===== src/rtl/alu_issue.sv =====
`default_nettype none
// ============================================================================
//  Module      : alu_issue
//  Description : RV32I ALU issue stage. Decodes an R-type, I-type ALU, LUI or
//                AUIPC instruction into ALU operands and operation select, and
//                presents the result through a single ready/valid output
//                register. Unsupported encodings are still handshaked, but are
//                flagged illegal with zeroed operands, and counted.
//  Revision    : 1.0 - initial release
// ----------------------------------------------------------------------------
//  Ports
//    clk           in   1   rising-edge clock
//    rst_n         in   1   asynchronous active-low reset
//    in_valid      in   1   instr/pc/rs1_data/rs2_data valid
//    in_ready      out  1   input accepted this cycle
//    instr         in   32  RV32I instruction word
//    pc            in   32  address of instr
//    rs1_data      in   32  register value of instr[19:15]
//    rs2_data      in   32  register value of instr[24:20]
//    out_valid     out  1   registered ALU operation valid
//    out_ready     in   1   downstream consumes the operation
//    A, B          out  32  ALU operands
//    funct3        out  3   ALU operation select
//    funct7        out  7   ALU operation modifier (SUB / SRA)
//    rd            out  5   destination register
//    reg_we        out  1   writeback enable
//    illegal       out  1   operation is not a supported ALU instruction
//    illegal_count out  8   saturating count of accepted illegal instructions
// ============================================================================
module alu_issue (
    input  logic        clk,
    input  logic        rst_n,
    input  logic        in_valid,
    output logic        in_ready,
    input  logic [31:0] instr,
    input  logic [31:0] pc,
    input  logic [31:0] rs1_data,
    input  logic [31:0] rs2_data,
    output logic        out_valid,
    input  logic        out_ready,
    output logic [31:0] A,
    output logic [31:0] B,
    output logic [2:0]  funct3,
    output logic [6:0]  funct7,
    output logic [4:0]  rd,
    output logic        reg_we,
    output logic        illegal,
    output logic [7:0]  illegal_count
);

    localparam logic [6:0] c_OP_R     = 7'b0110011;
    localparam logic [6:0] c_OP_IMM   = 7'b0010011;
    localparam logic [6:0] c_OP_LUI   = 7'b0110111;
    localparam logic [6:0] c_OP_AUIPC = 7'b0010111;
    localparam logic [6:0] c_F7_ZERO  = 7'b0000000;
    localparam logic [6:0] c_F7_ALT   = 7'b0100000;
    localparam logic [7:0] c_CNT_MAX  = 8'hFF;

    // ------------------------------------------------------------------
    // Instruction decode (purely combinational from the input bus)
    // ------------------------------------------------------------------
    logic [6:0]  w_opcode;
    logic [2:0]  w_instr_f3;
    logic [6:0]  w_instr_f7;
    logic        w_dec_legal;
    logic [31:0] w_dec_a;
    logic [31:0] w_dec_b;
    logic [2:0]  w_dec_f3;
    logic [6:0]  w_dec_f7;

    assign w_opcode   = instr[6:0];
    assign w_instr_f3 = instr[14:12];
    assign w_instr_f7 = instr[31:25];

    always_comb begin
        w_dec_legal = 1'b0;
        w_dec_a     = 32'd0;
        w_dec_b     = 32'd0;
        w_dec_f3    = 3'b000;
        w_dec_f7    = c_F7_ZERO;

        case (w_opcode)
            c_OP_R: begin
                w_dec_legal = (w_instr_f7 == c_F7_ZERO) ||
                              ((w_instr_f7 == c_F7_ALT) &&
                               ((w_instr_f3 == 3'b000) || (w_instr_f3 == 3'b101)));
                w_dec_a     = rs1_data;
                w_dec_b     = rs2_data;
                w_dec_f3    = w_instr_f3;
                w_dec_f7    = w_instr_f7;
            end
            c_OP_IMM: begin
                w_dec_a  = rs1_data;
                w_dec_f3 = w_instr_f3;
                case (w_instr_f3)
                    3'b001: begin
                        // SLLI: upper immediate bits must be zero
                        w_dec_legal = (w_instr_f7 == c_F7_ZERO);
                        w_dec_b     = {27'd0, instr[24:20]};
                    end
                    3'b101: begin
                        // SRLI/SRAI: instr[30] selects arithmetic shift
                        w_dec_legal = (w_instr_f7 == c_F7_ZERO) ||
                                      (w_instr_f7 == c_F7_ALT);
                        w_dec_b     = {27'd0, instr[24:20]};
                        w_dec_f7    = w_instr_f7;
                    end
                    default: begin
                        w_dec_legal = 1'b1;
                        w_dec_b     = {{20{instr[31]}}, instr[31:20]};
                    end
                endcase
            end
            c_OP_LUI: begin
                w_dec_legal = 1'b1;
                w_dec_b     = {instr[31:12], 12'd0};
            end
            c_OP_AUIPC: begin
                w_dec_legal = 1'b1;
                w_dec_a     = pc;
                w_dec_b     = {instr[31:12], 12'd0};
            end
            default: begin
                w_dec_legal = 1'b0;
            end
        endcase

        // Illegal operations present a neutral all-zero operation
        if (!w_dec_legal) begin
            w_dec_a  = 32'd0;
            w_dec_b  = 32'd0;
            w_dec_f3 = 3'b000;
            w_dec_f7 = c_F7_ZERO;
        end
    end

    // ------------------------------------------------------------------
    // Output register stage
    // ------------------------------------------------------------------
    logic        r_valid_q,   w_valid_d;
    logic [31:0] r_a_q,       w_a_d;
    logic [31:0] r_b_q,       w_b_d;
    logic [2:0]  r_f3_q,      w_f3_d;
    logic [6:0]  r_f7_q,      w_f7_d;
    logic [4:0]  r_rd_q,      w_rd_d;
    logic        r_we_q,      w_we_d;
    logic        r_illegal_q, w_illegal_d;
    logic [7:0]  r_cnt_q,     w_cnt_d;
    logic        w_accept;

    // A consume and an accept in the same cycle reload the register directly
    assign in_ready = !r_valid_q || out_ready;
    assign w_accept = in_valid && in_ready;

    always_comb begin
        w_valid_d   = r_valid_q;
        w_a_d       = r_a_q;
        w_b_d       = r_b_q;
        w_f3_d      = r_f3_q;
        w_f7_d      = r_f7_q;
        w_rd_d      = r_rd_q;
        w_we_d      = r_we_q;
        w_illegal_d = r_illegal_q;
        w_cnt_d     = r_cnt_q;

        if (w_accept) begin
            w_valid_d   = 1'b1;
            w_a_d       = w_dec_a;
            w_b_d       = w_dec_b;
            w_f3_d      = w_dec_f3;
            w_f7_d      = w_dec_f7;
            w_rd_d      = instr[11:7];
            w_we_d      = w_dec_legal && (instr[11:7] != 5'd0);
            w_illegal_d = !w_dec_legal;
            if (!w_dec_legal && (r_cnt_q != c_CNT_MAX)) begin
                w_cnt_d = r_cnt_q + 8'd1;
            end
        end else if (out_ready) begin
            w_valid_d = 1'b0;
        end
    end

    always_ff @(posedge clk or negedge rst_n) begin
        if (!rst_n) begin
            r_valid_q   <= 1'b0;
            r_a_q       <= 32'd0;
            r_b_q       <= 32'd0;
            r_f3_q      <= 3'b000;
            r_f7_q      <= c_F7_ZERO;
            r_rd_q      <= 5'd0;
            r_we_q      <= 1'b0;
            r_illegal_q <= 1'b0;
            r_cnt_q     <= 8'd0;
        end else begin
            r_valid_q   <= w_valid_d;
            r_a_q       <= w_a_d;
            r_b_q       <= w_b_d;
            r_f3_q      <= w_f3_d;
            r_f7_q      <= w_f7_d;
            r_rd_q      <= w_rd_d;
            r_we_q      <= w_we_d;
            r_illegal_q <= w_illegal_d;
            r_cnt_q     <= w_cnt_d;
        end
    end

    assign out_valid     = r_valid_q;
    assign A             = r_a_q;
    assign B             = r_b_q;
    assign funct3        = r_f3_q;
    assign funct7        = r_f7_q;
    assign rd            = r_rd_q;
    assign reg_we        = r_we_q;
    assign illegal       = r_illegal_q;
    assign illegal_count = r_cnt_q;

endmodule
`default_nettype wire


===== config.mk =====
export PLATFORM = sky130hd
export DESIGN_NAME = alu_issue
export DESIGN_NICKNAME = d
export VERILOG_FILES = /design/src/rtl/alu_issue.sv
export SDC_FILE = /design/constraint.sdc
export NUM_CORES = 1
export LEC_CHECK = 0
export ABC_AREA = 1
export CORE_MARGIN = 10
export CORE_UTILIZATION = 25
export CTS_CLUSTER_SIZE = 30
export DETAILED_ROUTE_END_ITERATION = 16
export GPL_TIMING_DRIVEN = 0
export SETUP_SLACK_MARGIN = 0.05
export SKIP_CTS_REPAIR_TIMING = 1
export SYNTH_ARGS = -nofsm -noshare
export SYNTH_HDL_FRONTEND = slang
export SYNTH_SLANG_ARGS = --single-unit

===== constraint.sdc =====
create_clock -name clk -period 1.8 [get_ports clk]
set_input_delay 0.36 -clock clk [delete_from_list [all_inputs] [get_ports clk]]
set_output_delay 0.36 -clock clk [all_outputs]
set_load 0.01 [all_outputs]

# --- Yosys cells after proc, flatten, opt, wreduce, memory -nomap -nowiden ---
# Index checks and enable logic that the tools add are counted.
op_classes:
  n_eq_ne: 8
  addsub: 1
  n_reduce_logical: 18
  mux: 14
ops:
  columns: ["operator", "count"]
  rows:
  - ["$mux 32", 3]
  - ["$pmux 32 s3", 1]
  - ["$pmux 32 s2", 1]
  - ["$eq 7x6->1 const B", 3]
  - ["$eq 7x5->1 const B", 2]
  - ["$mux 7", 2]
  - ["$pmux 7 s2", 1]
  - ["$add 8x1->8 const B", 1]
  - ["$ne 8x8->1 const B", 1]
  - ["$logic_not 7->1", 1]
  - ["$mux 3", 2]
  - ["$reduce_or 2->1", 3]
  - ["$reduce_bool 5->1", 1]
  - ["$logic_and 1x1->1", 4]
  - ["$logic_or 1x1->1", 4]
  - ["$eq 3x1->1 const B", 1]
  - ["$eq 3x3->1 const B", 1]
  - ["$logic_not 3->1", 1]
  - ["$pmux 1 s3", 1]
  - ["$logic_not 1->1", 2]
  - ["$mux 1", 2]
  - ["$pmux 1 s2", 1]
  - ["$reduce_and 2->1", 1]
  - ["$reduce_bool 2->1", 1]
word_totals:
  inputBits: 132
  wordCells: 50
  output_inout_bits: 91
  ff_bits: 90

# --- Longest topological paths before layout ---
# Gate-level depths: netlist (run 1).
logic_depth:
  word_depth: 8
  ltp_mapped: 11
  ltp_nobuf: 10

# --- Least setup slack after synthesis (run 1) ---
# No wires, ideal clock.
synth_path:
  path_type: "register to register"
  from: "register r_cnt_q[0] (netlist: illegal_count[0])"
  to: "register r_cnt_q[0] (netlist: illegal_count[0])"
  path_buffers: 0
  path_stages_with_launch: 8
  synth_period_minus_slack_ns: 1.405
  required_ns: 1.683
  t_arrival_ns: 1.288
  setup_slack_ns: 0.395
  setup_time_ns: 0.117
  cell_sequence: "dfrtp_1 -> ha_1 -> nand3_1 -> nor2_1 -> nand3_1 -> nand4_1 -> nand2_1 -> nand2_1"
synth_between:
  elab_chain_len: 3
  elab_cells_between_ends: 4
  classes_between: "add/sub: 1; eq/ne: 1; reduce/logical: 2"
synth_lines:
  columns: ["element", "line_no", "text"]
  rows:
  - ["start, declared", "148", "logic [7:0] r_cnt_q, w_cnt_d;"]
  - ["start signal, assigned", "203", "r_cnt_q <= w_cnt_d;"]
  - ["branches (longest 3 deep; another with $add 8x1->8)", null, null]
# Several ways; the timed one is not identified.
# A chain may end at the register's enable or synchronous reset.

# --- Final worst setup path (run 1) ---
layout_path:
  from: "register r_cnt_q[0] (netlist: illegal_count[0])"
  to: "output port illegal_count[0]"
layout_lines:
  columns: ["element", "line_no", "text"]
  rows:
  - ["end, declared", "48", "output logic [7:0] illegal_count"]
# No word-level cell between the ends.

==> impl_metrics.csv, run 1 <==
group,metric,value,unit
run_status,status,"complete, no violations",
logic_synthesis,avgSynthCellArea,7.43,sq um
cells_and_area,layout_common_cells,"nand2_1 (299), clkdlybuf4s50_1 (214), nand3_1 (116)",
power_and_ir_drop,p_per_area,647,nW/um^2
logic_synthesis,synth_area_leaders,"dfrtp_1 (47%), nand2_1 (24%), nand3_1 (12%)",
critical_path,worstPathRequired,1.44,ns
hold_path,holdCritPathClass,"in -> async",
placed_design,numPortBuffers,221,
logic_synthesis,async_reset_ff_frac,1.00,
grt,grt_overflow_total,0,
cells_and_area,layout_commonest_cell,"nand2_1",
sta,slew_violations,0,
critical_path,crit_chain,"clkdlybuf4s50_1",
grt,gr-usage-all-layers,0.151,
cells_and_area,nets,1014,
power_and_ir_drop,max-vdd-ir-drop,0.000406,V
logic_synthesis,synth_edf_count,0,
critical_path,endpoint_kind,"output port",
cells_and_area,drive_above_1_share,0.107,
power_and_ir_drop,p_leak,3.86,nW
floorplan,chipHeight,158,um
critical_path,critPathMaxFanout,5,
clock_tree,htreeDepth,3,
drt,first_pass_iters,4,
sta,setup_viol,0,
clock_tree,clk_latency,0.35,ns
drt,drt.antenna.violating_nets,0,
sta,fin_skew,0.00599,ns
logic_synthesis,synth_top_area_frac,0.474,
grt,antenna_found_initial,0,
cells_and_area,diodes,0,
sta,period_minus_slack,1.70,ns
sta,period_share,0.946,
logic_synthesis,synthesis.instances,640,
logic_synthesis,synth.largest_area_cell,"dfrtp_1",
sta,finalHoldViolCount,0,
clock_tree,cts_tree,"done",
critical_path,cp_slowest_cell,"clkdlybuf4s50_1",
sta,rsz0062_at_grt,"true",
floorplan,die_w,158,um
clock_tree,clock_tree.root_cell,"clkbuf_16",
placed_design,post-place-ws,-0.454,ns
critical_path,critPathBufInv,1,
drt,wl_per_cell,17.3,um
sta,worst_slew_pin_slew,0.605,ns
floorplan,core,18700,sq um
cells_and_area,n_fill_cell,1899,
sta,fmax,587,MHz
clock_tree,path_clk_slew,0.07,ns
placed_design,place_congestion,0.815,
drt,drtIter0Drc,277,
critical_path,worst_setup_path_start_kind,"flip-flop",
clock_tree,clk_path_buf_depth,2,
drt,vias,4961,
floorplan,die-area,24900,sq um
sta,setup_slack,0.0978,ns
sta,tns,0,ns
drt,vias_per_cell,4.43,
critical_path,crit_type,"reg -> out",
floorplan,initial_utilization,0.254,
clock_tree,numCtsBuffers,9,
cells_and_area,syn_to_final_growth,63.0,%
grt,grt_max_degree,48,
logic_synthesis,ys_seq_area_frac,0.474,
floorplan,fp-row-count,50,
sta,slew_headroom,0.597,
grt,grt_pass1_vias,4885,
logic_synthesis,ys_ff_latch,90,
logic_synthesis,synth-warning-count,0,
clock_tree,clock_sinks,90,
critical_path,crit_family,"buffers and inverters",
logic_synthesis,yosys_most_used_dff,"dfrtp_1",
cells_and_area,finalInstanceArea,7750,sq um
sta,fin_hold_ws,0.00754,ns
drt,wirelength,19.4,mm
flow_run,max_cap_viol_count,0,
logic_synthesis,ys_types,26,
logic_synthesis,syn-cell-area,4750,sq um
floorplan,io_pins,223,
critical_path,crit_arrival,1.34,ns
cells_and_area,finalCoreUtilization,0.414,
drt,drc_errors,0,
grt,grt_pass1_wl,28.6,mm
logic_synthesis,synth_nets,773,
critical_path,crit_path_max_incr_delay,0.57,ns
placed_design,post_dp_cell_area,7280,sq um
placed_design,hpwl,15.2,mm
## logic make-up (layout without fill, tap and decap cells)
family          after synthesis  after routing  synth area share
compound gates               20             20            0.0216
fa+ha+maj                     1              1           0.00263
buf+inv                      68            314            0.0761
simple gates                455            455             0.415
xor+xnor                      6              6            0.0111
flops                        90             90             0.474
## layer usage
metal,track usage,wire [um],vias up
met1,0.190,8280,2284
met2,0.243,9250,142
met3,0.0442,1480,18
li1,-,-,2517
met4,0.0494,338,0
met5,0,0,-
## synth_stat cells (3+ instances only)
| cell type | n |
|---|---|
| buf_2 | 14 |
| nor3_4 | 4 |
| nand3_1 | 117 |
| o21ai_0 | 4 |
| dfrtp_1 | 90 |
| nor2_1 | 12 |
| xor2_1 | 4 |
| nand2_1 | 299 |
| nand4_1 | 3 |
| nand2_2 | 15 |
| inv_1 | 26 |
| inv_2 | 4 |
| buf_4 | 9 |
| o21ai_1 | 10 |
| clkbuf_1 | 5 |
| a21oi_1 | 5 |
| buf_6 | 7 |
## stage by stage
stage                     power [mW]  std cells
after detailed placement        3.09       1096
after CTS                       5.08       1112
after global placement          3.07       1095
after floorplan                 2.48        640
after global routing            5.26       1120
final                           5.02       1120
## worst paths after layout
path / start / endpoint / slack [ns] / depth (start not counted)
max in group asynchronous: rst_n / illegal_count[2]$_DFFE_PN0P_ / 1.12 / 2
worst min-delay path: rst_n / A[22]$_DFFE_PN0P_ / 0.008 / 1
worst max-delay path: illegal_count[0]$_DFFE_PN0P_ / illegal_count[0] / 0.1 / 1
worst min register to register: A[15]$_DFFE_PN0P_ / A[15]$_DFFE_PN0P_ / 0.48 / 2
worst max register to register: out_valid$_DFFE_PN0P_ / A[27]$_DFFE_PN0P_ / 0.25 / 8
min in group clk: instr[5] / B[9]$_DFFE_PN0P_ / 0.40 / 5
## report_power, final
group / total (mW) / switching, mW / internal, mW
registers: 2.15 / 0.0621 / 2.09
logic: 0.892 / 0.417 / 0.476
clock network: 1.98 / 0.885 / 1.09
total: 5.02 / 1.36 / 3.65
## state kept, by name (all words and copies together), names as in the netlist
register / cells
reg_we: 1
illegal_count: 8
A: 32
illegal: 1
out_valid: 1
rd: 5
B: 32
funct7: 7
funct3: 3
## cell type report
class,count,area [sq um],share of cell area
clock inverter,7,77.6,0.0100
multi-input combinational,482,2170,0.280
sequential,90,2250,0.291
buffer,36,273,0.0352
inverter,31,124,0.0160
timing repair buffer,231,2330,0.301
tap,234,293,0.0378
clock buffer,9,225,0.0291
Power figures use the tool's default switching activity.
==> run 2: changes to the inputs <==
--- a/config.mk
+++ b/config.mk
@@ -7,10 +7,11 @@
 export LEC_CHECK = 0
 export ABC_AREA = 1
 export CORE_MARGIN = 10
-export CORE_UTILIZATION = 25
+export CORE_UTILIZATION = 42
 export CTS_CLUSTER_SIZE = 30
 export DETAILED_ROUTE_END_ITERATION = 16
 export GPL_TIMING_DRIVEN = 0
+export PLACE_DENSITY = 0.82
 export SETUP_SLACK_MARGIN = 0.05
 export SKIP_CTS_REPAIR_TIMING = 1
 export SYNTH_ARGS = -nofsm -noshare
==> impl_metrics.csv, run 2 (same netlist as run 1, synthesis figures left out) <==
group,metric,value,unit
run_status,status,"complete, no violations",
placed_design,post_dp_cell_area,7170,sq um
clock_tree,clock_sinks,90,
placed_design,hpwl,14.1,mm
grt,grt_busiest_layer,"met2",
placed_design,numPortBuffers,221,
cells_and_area,drive_above_1_share,0.109,
drt,wl_per_cell,17.6,um
power_and_ir_drop,max-vdd-ir-drop,0.000497,V
clock_tree,path_clk_slew,0.06,ns
floorplan,die_w,126,um
drt,drtIter0Drc,342,
cells_and_area,layout_commonest_cell,"nand2_1",
critical_path,regToRegStartpoint,"out_valid$_DFFE_PN0P_",
cells_and_area,final_cells,1028,
power_and_ir_drop,p_leak,3.89,nW
clock_tree,clk_latency,0.34,ns
grt,grt_overflow_total,0,
floorplan,io_pins,223,
sta,setup_viol,0,
clock_tree,cts_tree,"done",
cells_and_area,diodes,0,
grt,grt_max_degree,47,
sta,slew_headroom,0.594,
placed_design,placed_cells,1002,
cells_and_area,syn_to_final_growth,60.8,%
grt,gr-usage-met3,0.0625,
sta,fmax,575,MHz
critical_path,crit_arrival,2.03,ns
floorplan,chipHeight,126,um
sta,period_minus_slack,1.74,ns
cells_and_area,n_fill_cell,917,
drt,wirelength,18.1,mm
drt,drc_errors,0,
cells_and_area,layout_common_cells,"nand2_1 (298), clkdlybuf4s50_1 (213), nand3_1 (114)",
flow_run,max_cap_viol_count,0,
grt,grt_pass1_wl,27.9,mm
floorplan,fp-row-count,38,
clock_tree,clk_path_buf_depth,2,
grt,grt_util_met1,0.257,
critical_path,r2r_slack,0.27,ns
critical_path,reg2reg_depth,6,
drt,drt.antenna.violating_nets,0,
grt,gr-usage-all-layers,0.216,
critical_path,worstPathRequired,2.09,ns
cells_and_area,seq_area,2250,sq um
grt,use_met2,0.364,
power_and_ir_drop,p_per_area,651,nW/um^2
floorplan,core,11000,sq um
power_and_ir_drop,finalPower,4.98,mW
sta,fin_skew,0.00400,ns
critical_path,endpoint_kind,"flip-flop",
grt,antenna_found_initial,0,
cells_and_area,multi_input_area,2180,sq um
clock_tree,htreeDepth,3,
floorplan,die-area,16000,sq um
cells_and_area,finalInstanceArea,7650,sq um
hold_path,holdCritPathClass,"in -> async",
sta,worst_slew_pin_slew,0.609,ns
drt,first_pass_iters,5,
grt,grt_pass1_vias,5176,
sta,period_share,0.967,
sta,finalHoldViolCount,0,
critical_path,crit_start,"instr[4]",
placed_design,place_congestion,0.835,
clock_tree,numCtsBuffers,9,
drt,vias,5264,
clock_tree,clock_tree.root_cell,"clkbuf_16",
critical_path,r2r_end,"B[20]$_DFFE_PN0P_",
sta,slew_violations,0,
critical_path,critPathMaxFanout,6,
sta,rsz0062_at_grt,"true",
critical_path,worst_setup_path_start_kind,"input pin",
floorplan,initial_utilization,0.433,
critical_path,cp-endpoint,"B[30]$_DFFE_PN0P_",
cells_and_area,nets,1016,
drt,vias_per_cell,5.12,
critical_path,crit_type,"in -> reg",
sta,fin_hold_ws,0.0134,ns
[run 2: changes by cell type in the layout (fill, tap and decap cells not counted), sizes merged]
| cell | delta |
|---|---|
| buf | +4 |
| clkbuf | +1 |
| clkdlybuf4s50 | -1 |
| clkinv | -1 |
| clkinvlp | -1 |
| dlymetal6s2s | +1 |
| inv | -1 |
[run 2: per-stage QoR]
| stage | utilization | TNS, ns | setup slack [ns] |
|---|---|---|---|
| finish | 0.696 | 0 | 0.0599 |
| global route | 0.696 | 0 | 0.0232 |
| CTS | 0.680 | -0.104 | -0.0916 |
| detailed placement | 0.653 | -23.39 | -0.362 |
| global placement | 0.650 | -285.78 | -2.95 |
| floorplan | - | 0 | 0.395 |
[run 2: worst min-delay path by stage]
stage | startpoint | to
5_1_grt | rst_n | illegal_count[2]$_DFFE_PN0P_
6_report | rst_n | illegal_count[2]$_DFFE_PN0P_
4_1_cts | rst_n | illegal_count[2]$_DFFE_PN0P_
2_1_floorplan | rst_n | A[0]$_DFFE_PN0P_
3_3_place_gp | A[5]$_DFFE_PN0P_ | A[5]$_DFFE_PN0P_
3_5_place_dp | rst_n | illegal_count[2]$_DFFE_PN0P_
[run 2: report_power, final]
| group | leakage (nW) | switching (mW) | total [mW] | internal, mW |
|---|---|---|---|---|
| registers | 1.24 | 0.0606 | 2.15 | 2.09 |
| logic | 2.50 | 0.414 | 0.890 | 0.476 |
| clock network | 0.153 | 0.791 | 1.94 | 1.15 |
[run 2: cell type report]
type                    count  share of cell area
well taps                 140              0.0229
flip-flops and latches     90               0.295
inverters                  31              0.0162
multi-input cells         482               0.286
clock buffers              12              0.0335
repair buffers            232               0.304
plain buffers              37              0.0365
clock inverters             4             0.00638
[run 2: worst max-delay path, cell delays in order]
cell,delay [ns]
clkdlybuf4s50_1,0.51
inv_2,0.08
nor3_4,0.26
nand4_1,0.22
buf_6,0.19
buf_2,0.16
nand3_1,0.10
nand3_1,0.09
nand2_1,0.07
[run 2: routing by layer]
layer,vias to the layer above,share of wire
li1,2516,-
met4,0,0.021
met3,29,0.087
met5,-,0
met1,2495,0.39
met2,224,0.50
